==> src/rtl/acc_seq_ctrl.sv <==
// -----------------------------------------------------------------------------
// acc_seq_ctrl
//
// Accelerator-side sequencer behind the host datapath register block. A rising
// edge of START (while STOP is low, and only from IDLE) snapshots the host input
// word. The snapshot is streamed to the TM core as CHUNK_W-bit beats, LSB slice
// first, over a valid/ready handshake. The sequencer then waits for the core
// result and hands it back to the register block with a one-cycle capture
// strobe. STOP, or a result timeout, aborts the job and pulses core_clear once.
//
// Ports:
//   clk, rst_n        system clock, asynchronous active-low reset
//   start, stop       START / STOP levels from the control register
//   in_data_reg       host input word (IN_WIDTH bits)
//   core_in_*         beat stream to the core (valid/ready/data/last)
//   core_res_*        result handshake from the core
//   core_clear        one-cycle core flush pulse on abort
//   out_data_cap_en   one-cycle capture strobe to the register block
//   acc_out_data      last captured result, held until next capture or reset
//   seq_busy          high whenever the sequencer is not idle
//   timeout_err       sticky result-timeout flag, cleared by the next launch
//
// IN_WIDTH must be an integer multiple of CHUNK_W; TIMEOUT_CYC must be >= 1.
// -----------------------------------------------------------------------------
//
// state    | meaning
// ---------+-------------------------------------------------------------
// IDLE     | waiting for a START rising edge
// LOAD     | presenting snapshot beats to the core
// WAIT_RES | all beats accepted, waiting for the core result
// CAPTURE  | one-cycle strobe handing the result to the register block
// ABORT    | one-cycle core flush after STOP or timeout

module acc_seq_ctrl #(
    parameter int IN_WIDTH    = 1024,
    parameter int OUT_WIDTH   = 32,
    parameter int CHUNK_W     = 64,
    parameter int TIMEOUT_CYC = 4096
) (
    input  logic                 clk,
    input  logic                 rst_n,
    input  logic                 start,
    input  logic                 stop,
    input  logic [IN_WIDTH-1:0]  in_data_reg,
    output logic                 core_in_valid,
    input  logic                 core_in_ready,
    output logic [CHUNK_W-1:0]   core_in_data,
    output logic                 core_in_last,
    input  logic                 core_res_valid,
    output logic                 core_res_ready,
    input  logic [OUT_WIDTH-1:0] core_res_data,
    output logic                 core_clear,
    output logic                 out_data_cap_en,
    output logic [OUT_WIDTH-1:0] acc_out_data,
    output logic                 seq_busy,
    output logic                 timeout_err
);

    localparam int N_BEATS = IN_WIDTH / CHUNK_W;
    localparam int BEAT_W  = (N_BEATS > 1) ? $clog2(N_BEATS) : 1;
    localparam int TMO_W   = (TIMEOUT_CYC > 1) ? $clog2(TIMEOUT_CYC) : 1;

    localparam logic [BEAT_W-1:0] LAST_BEAT = BEAT_W'(N_BEATS - 1);
    localparam logic [TMO_W-1:0]  TMO_LAST  = TMO_W'(TIMEOUT_CYC - 1);

    typedef enum logic [2:0] {
        S_IDLE,
        S_LOAD,
        S_WAIT_RES,
        S_CAPTURE,
        S_ABORT
    } state_t;

    state_t state_q, state_d;

    logic                              start_q;
    logic [N_BEATS-1:0][CHUNK_W-1:0]   snap_q;
    logic [BEAT_W-1:0]                 beat_q;
    logic [TMO_W-1:0]                  tmo_q;

    logic launch;
    logic beat_last;
    logic tmo_last;

    assign launch    = (state_q == S_IDLE) & start & ~start_q & ~stop;
    assign beat_last = (beat_q == LAST_BEAT);
    assign tmo_last  = (tmo_q == TMO_LAST);

    // ------------------------------------------------------------------
    // State register
    // ------------------------------------------------------------------
    always_ff @(posedge clk or negedge rst_n) begin
        if (!rst_n) begin
            state_q <= S_IDLE;
        end else begin
            state_q <= state_d;
        end
    end

    // ------------------------------------------------------------------
    // Next state and outputs. STOP is tested first in every busy state so
    // it wins over beat acceptance, result acceptance and timeout.
    // ------------------------------------------------------------------
    always_comb begin
        state_d         = state_q;
        core_in_valid   = 1'b0;
        core_in_data    = '0;
        core_in_last    = 1'b0;
        core_res_ready  = 1'b0;
        core_clear      = 1'b0;
        out_data_cap_en = 1'b0;
        seq_busy        = (state_q != S_IDLE);

        case (state_q)
            S_IDLE: begin
                if (launch) begin
                    state_d = S_LOAD;
                end
            end

            S_LOAD: begin
                core_in_valid = 1'b1;
                core_in_data  = snap_q[beat_q];
                core_in_last  = beat_last;
                if (stop) begin
                    state_d = S_ABORT;
                end else if (core_in_ready && beat_last) begin
                    state_d = S_WAIT_RES;
                end
            end

            S_WAIT_RES: begin
                core_res_ready = 1'b1;
                if (stop) begin
                    state_d = S_ABORT;
                end else if (core_res_valid) begin
                    state_d = S_CAPTURE;
                end else if (tmo_last) begin
                    state_d = S_ABORT;
                end
            end

            S_CAPTURE: begin
                out_data_cap_en = 1'b1;
                if (stop) begin
                    state_d = S_ABORT;
                end else begin
                    state_d = S_IDLE;
                end
            end

            S_ABORT: begin
                // Already flushing; a held STOP must not stretch the pulse.
                core_clear = 1'b1;
                state_d    = S_IDLE;
            end

            default: begin
                state_d = S_IDLE;
            end
        endcase
    end

    // ------------------------------------------------------------------
    // Datapath: start edge detect, snapshot, beat/timeout counters,
    // result register and sticky timeout flag.
    // ------------------------------------------------------------------
    always_ff @(posedge clk or negedge rst_n) begin
        if (!rst_n) begin
            start_q      <= 1'b0;
            snap_q       <= '0;
            beat_q       <= '0;
            tmo_q        <= '0;
            acc_out_data <= '0;
            timeout_err  <= 1'b0;
        end else begin
            start_q <= start;

            case (state_q)
                S_IDLE: begin
                    if (launch) begin
                        snap_q      <= in_data_reg;
                        beat_q      <= '0;
                        timeout_err <= 1'b0;
                    end
                end

                S_LOAD: begin
                    if (!stop && core_in_ready) begin
                        if (beat_last) begin
                            tmo_q <= '0;
                        end else begin
                            beat_q <= beat_q + BEAT_W'(1);
                        end
                    end
                end

                S_WAIT_RES: begin
                    if (!stop) begin
                        if (core_res_valid) begin
                            acc_out_data <= core_res_data;
                        end else if (tmo_last) begin
                            timeout_err <= 1'b1;
                        end else begin
                            tmo_q <= tmo_q + TMO_W'(1);
                        end
                    end
                end

                default: begin
                end
            endcase
        end
    end

endmodule

==> config.mk <==
export PLATFORM = sky130hd
export DESIGN_NAME = acc_seq_ctrl
export DESIGN_NICKNAME = d
export VERILOG_FILES = /design/src/rtl/acc_seq_ctrl.sv
export SDC_FILE = /design/constraint.sdc
export NUM_CORES = 1
export LEC_CHECK = 0
export CORE_AREA = 5 5 449 451
export DETAILED_ROUTE_END_ITERATION = 10
export DIE_AREA = 0 0 454 456
export HOLD_SLACK_MARGIN = 0.05
export PLACE_DENSITY = 0.45
export SYNTH_ARGS = -nofsm -noshare
export SYNTH_HDL_FRONTEND = slang
export SYNTH_SLANG_ARGS = --single-unit
export TNS_END_PERCENT = 10
==> constraint.sdc <==
create_clock -name clk -period 5.15 [get_ports clk]
set_clock_uncertainty 0.15 [all_clocks]
set_input_delay 0.515 -clock clk [delete_from_list [all_inputs] [get_ports clk]]
set_output_delay 0.515 -clock clk [all_outputs]
set_load 0.01 [all_outputs]
# [Word level (Yosys, flattened, before mapping)]
# Cells that the tools add are included.
[totals] output_inout_bits=103 in_bits=1062 register_bits=1077
[op_classes] eq_ne=16 mux=31 order_cmp=1 add_sub_neg=2 bitwise=5 reduce_logical=14
[op_table] operator="binary-select mux 64 bit (select 4 bit)" count=1
[op_table] operator="two-way mux 64 bit" count=2
[op_table] operator="two-way mux 12 bit" count=5
[op_table] operator="case mux 12 bit (2 select lines)" count=1
[op_table] operator="two-way mux 3 bit" count=7
[op_table] operator="inequality test 2 bit (second input constant)" count=8
[op_table] operator="adder 12 x 1 -> 12 bit (second input constant)" count=1
[op_table] operator="equality test 12 bit (second input constant)" count=1
[op_table] operator="two-way mux 4 bit" count=3
[op_table] operator="case mux 3 bit (4 select lines)" count=1
[op_table] operator="two-way mux 1 bit" count=9
[op_table] operator="case mux 4 bit (2 select lines)" count=1
[op_table] operator="equality test 3 x 2 -> 1 bit (second input constant)" count=2
[op_table] operator="AND reduction 3 bit" count=2
[op_table] operator="AND reduction 6 bit" count=1
[op_table] operator="nonzero test 2 bit" count=3
[op_table] operator="< comparator 4 x 5 -> 1 bit (second input constant)" count=1
[op_table] operator="AND reduction 5 bit" count=1
[op_table] operator="adder 4 x 1 -> 4 bit (second input constant)" count=1
[op_table] operator="equality test 4 bit (second input constant)" count=1
[op_table] operator="inequality test 4 bit (second input constant)" count=1
[op_table] operator="AND reduction 4 bit" count=1
[op_table] operator="AND 1 bit" count=3
[op_table] operator="equality test 3 x 1 -> 1 bit (second input constant)" count=1
[op_table] operator="other kinds (9)" count=11

# [Depth between registers and ports, before layout]
[depth] depth_word=6 mapped_depth=10

# [Worst setup path before layout]
# No wires, ideal clock.
[synth_path] kind="reg2out" startpoint="reg state_q[0]" endpoint="out core_in_data[34]" arrival_time_ns=1.857 path_stages_with_launch=7 setup_slack_ns=2.628 n_path_buf=3 path_cell_list="dfrtp_1 > buf_4 > nor3b_1 > nand2b_1 > buf_2 > clkbuf_1 > o22ai_1"
[synth_between] elab_chain_cells=2
[synth_lines] item="from (decl)" line_no="74" text="state_t state_q, state_d;"
[synth_lines] item="from (signal assigned)" line_no="96" text="state_q <= state_d;"
[synth_lines] item="equality test 3 x 1 -> 1 bit" line_no="114" text="case (state_q)"
[synth_lines] item="two-way mux 64 bit" line_no="114"
[synth_lines] item="to (decl)" line_no="47" text="output logic [CHUNK_W-1:0] core_in_data,"
# Every way passes these cells.

# [Worst setup path after layout]
[layout_path] startpoint="reg beat_q[0]" endpoint="out core_in_data[25]"
[layout_between] elab_chain_cells=3
[layout_lines] item="from (decl)" line_no="78" text="logic [BEAT_W-1:0] beat_q;"
[layout_lines] item="from (signal assigned)" line_no="193" text="beat_q <= beat_q + BEAT_W'(1);"
[layout_lines] item="binary-select mux 64 bit (select 4 bit)" line_no="123" text="core_in_data = snap_q[beat_q];"
[layout_lines] item="two-way mux 64 bit (implied by the code)" line_no="123"
[layout_lines] item="two-way mux 64 bit" line_no="114"
# Every way passes these cells. The select of a mux whose other input is x is not followed.

==> key figures <==
Logic synthesis
  • Post-synthesis xor/xnor area fraction: 0%
  • EDFF count, synth: 0
  • Post-synth ARST share: 100%
  • Cell taking the most area after synthesis: dfrtp_1
  • Yosys warnings: 0
  • Mux cell area share after synthesis: 13.9%
  • Syn nets: between 6000 and 7000
  • Seq/Total Area, Yosys: 55.0%
  • Post-synthesis simple-gate area fraction: 25.0%
  • Seq cells post-synth: roughly 1100
  • Netlist cell types: 43
  • Area contributors post-synth: dfrtp_1 (55%), nand2_1 (24%), mux4_2 (11%)
  • Largest family of logic cells by synthesized area: simple AND/OR/NAND/NOR gates
  • Post-synthesis compound-gate area fraction: under 10%
  • Mapped Cells: approximately 5200
  • Synth Area in Adders: 0.0511%
  • Yosys top cell area share: approximately 55%
  • Top FF cell, synth: dfrtp_1
  • Synthesized area: between 40000 and 50000 µm²
  • Avg Inst Size Synth: 9.48 µm²

STA
  • Fin crit period: 4600 ps
  • Hold Vio Cnt, Final: 0
  • Final slew viol count: 0
  • Tcrit/Tclk final: between 80% and 90%
  • Total Neg Setup Slack: 0 ps
  • Slew margin rel.: approximately a quarter
  • Slack of the critical path: about 550 ps
  • Final Setup Violations: 0
  • Worst-Margin Slew: about 1100 ps
  • RSZ-0062 raised after global routing: no
  • Fmax: ~0.22 GHz

Place
  • Placement Setup Slack: 1190 ps
  • RePlAce Congestion: 0.908
  • # placed instances: 8719
  • Port Buf Inserts: 1164
  • Post-DP HPWL: 171 mm

Drt
  • DR vias: about 42000
  • Wire per inst: 24.3 µm
  • Routed WL: between 200 and 250 mm
  • Final ANT Viol Nets: 0
  • Avg Vias per Cell: 4.53
  • DRT Pass-1 Iters: 5
  • Number of DRC markers in iteration 0: ~3200
  • DRC: 0

Clock network
  • Clock Tree Root: clkbuf_16
  • CTS Sinks: 1077
  • Number of setup buffers added after CTS: 0
  • Clock transition at path regs: ~60 ps
  • CTS Buf Count: roughly 140
  • Maximum buffer depth of the clock tree: 3
  • CTS tree: yes
  • H-tree levels: 4
  • Clk_lat worst skew: 770 ps

GRT
  • Vias in the first global route: between 40000 and 50000
  • Global route total overflow: 0
  • Total GRT Usage: 21.3%
  • Largest net degree at the start of global routing: roughly 160
  • First-pass GRT wire length: around 320 mm
  • Initial antenna violation count: 77

Setup path
  • Worst EP required: between 4000 and 5000 ps
  • CP Max Fanout: 23
  • Critical Path AT: ~4000 ps
  • WS Path Type: reg2out
  • CP Capture Type: output port
  • Crit start category: register

Power and ir drop
  • NetSw: just over 8 mW
  • Pleak: between 30 and 40 nW
  • Seq pwr share: between 40% and 50%
  • Cell internal pwr: around 19 mW
  • Comb power frac: between 20% and 30%
  • Clk network pwr share: between 30% and 40%
  • Cell Pwr Density: a little under 400 nW/µm²
  • Sw Ratio: between 20% and 30%
  • Max VDD drop: roughly 0.00033 V
  • Power Total: 27.4 mW

Cells and area
  • Area growth, synth to finish: 44.9%
  • Fin util: 36.1%
  • Share of cells above drive strength 1: approximately 8.7%
  • Area occupied by multi-input gates: 20200 µm²
  • FF+latch area: 27000 µm²
  • Nets: roughly 7600
  • Non-Filler Instances: 9317
  • Number of fillers in the final layout: about 20000

Die
  • Initial Util: roughly 25%
  • Die Height: 456 µm
  • DIE WIDTH: approximately 450 µm
  • Die Area: ~210000 µm²
  • Core Area: slightly below 200000 µm²
  • Num ports: between 1000 and 1500
  • # rows: between 150 and 200

Min path
  • Hold Path Class: in2reg

Job
  • Max cap viols: 0

Outcome
  • Status: finished, final reports clean
==> power groups by stage <==
stage                     registers, mW  logic, mW  clock network, mW
final                              11.8       5.91               9.68
after global routing               12.0       6.56               10.3
after floorplan                    11.2       3.55                  0
after global placement             11.9       5.66                  0
after CTS                          11.8       6.02               9.96
after detailed placement           11.9       5.75                  0
==> per-layer routing <==
layer | track usage, % | share of wire [%]
met1 | 26.9 | 41
met2 | 36.0 | 49
met3 | 4.79 | 6.3
met4 | 7.29 | 3.3
met5 | 0 | 0.12
==> worst paths after layout <==
path / startpoint / endpoint / slack (ps) / depth (start not counted)
min in group asynchronous: rst_n / snap_q[16] / 330 / 2
max reg2reg: beat_q[1] / state_q[2] / 1850 / 6
min reg2reg: snap_q[919] / snap_q[919] / 320 / 2
max in group asynchronous: rst_n / snap_q[424] / 3140 / 3
max: beat_q[0] / core_in_data[25] / 550 / 6
min: in_data_reg[916] / snap_q[916] / 130 / 3
==> worst max-delay path, stage by stage (launching register included) <==
cell             delay, ps
dfrtp_4                930
buf_4                  450
buf_4                  250
mux4_2                 500
mux2i_1                270
o22ai_1                140
clkdlybuf4s50_1        600
==> area by class of cell <==
cell class              count  share of cell area [%]
clock buffers             200                    5.65
clock inverters            43                   0.691
repair buffers           1571                    22.4
flip-flops and latches   1077                    38.0
diodes                     34                   0.120
multi-input cells        3744                    28.5
well taps                2640                    4.65
inverters                   8                  0.0423
==> synth_stat cells, drive strengths merged, types with 3 or more instances <==
library cell / count
nor2: 5
a22oi: 12
a221o: 11
mux4: 230
or3: 3
inv: 8
a21oi: 7
o211ai: 16
and2: 6
buf: 273
and3: 15
o22ai: 40
nand2b: 6
and4: 5
nor4b: 3
a32oi: 15
nor3b: 3
nand2: 3130
dfrtp: 1077
o21ai: 11
mux2i: 128
o31ai: 16
nand3: 5
mux2: 32
a22o: 11
nor3: 5
clkbuf: 63
nand4: 17
==> what timing repair did <==
item	in CTS	in global routing
endpoints found under the hold margin	381	0
hold buffers	321	0
gates resized for setup	0	0
endpoints found under the setup margin	0	0
==> per-stage QoR <==
step	hold slack, ps	cell area [µm²]
CTS	50.0	70900
detailed placement	307	63200
floorplan	69.4	49000
global placement	302	63200
finish	132	71000
global route	84.4	70900
==> sequential cells by signal, summed over array words and instances, names as in the netlist <==
name,count
timeout_err,1
snap_q,1024
beat_q,4
acc_out_data,32
tmo_q,12
start_q,1
state_q,3
==> cells in the final DEF, fill, tap and decap left out, drive strengths merged, types with 5 or more instances in the layout <==
master	instances
o22ai	40
o211ai	16
dfrtp	1077
a22oi	12
mux2i	128
clkbuf	200
a221o	11
diode	34
buf	87
mux2	32
clkinv	27
nand4	17
inv	15
dlygate4sd3	321
o31ai	16
a22o	11
nand3	5
nand2b	6
and2	6
and3	15
clkdlybuf4s50	1163
nand2	3130
nor3	5
nor2	5
o21ai	11
a32oi	15
bufinv	7
mux4	230
a21oi	7
and4	5
==> logic make-up after synthesis <==
family	count (synthesis)
and+or+nand+nor	3207
muxes	390
adders and majority gates	2
DFF	1077
AOI/OAI and AO/OA	145
buffers and inverters	344
Power figures use the tool's default switching activity.
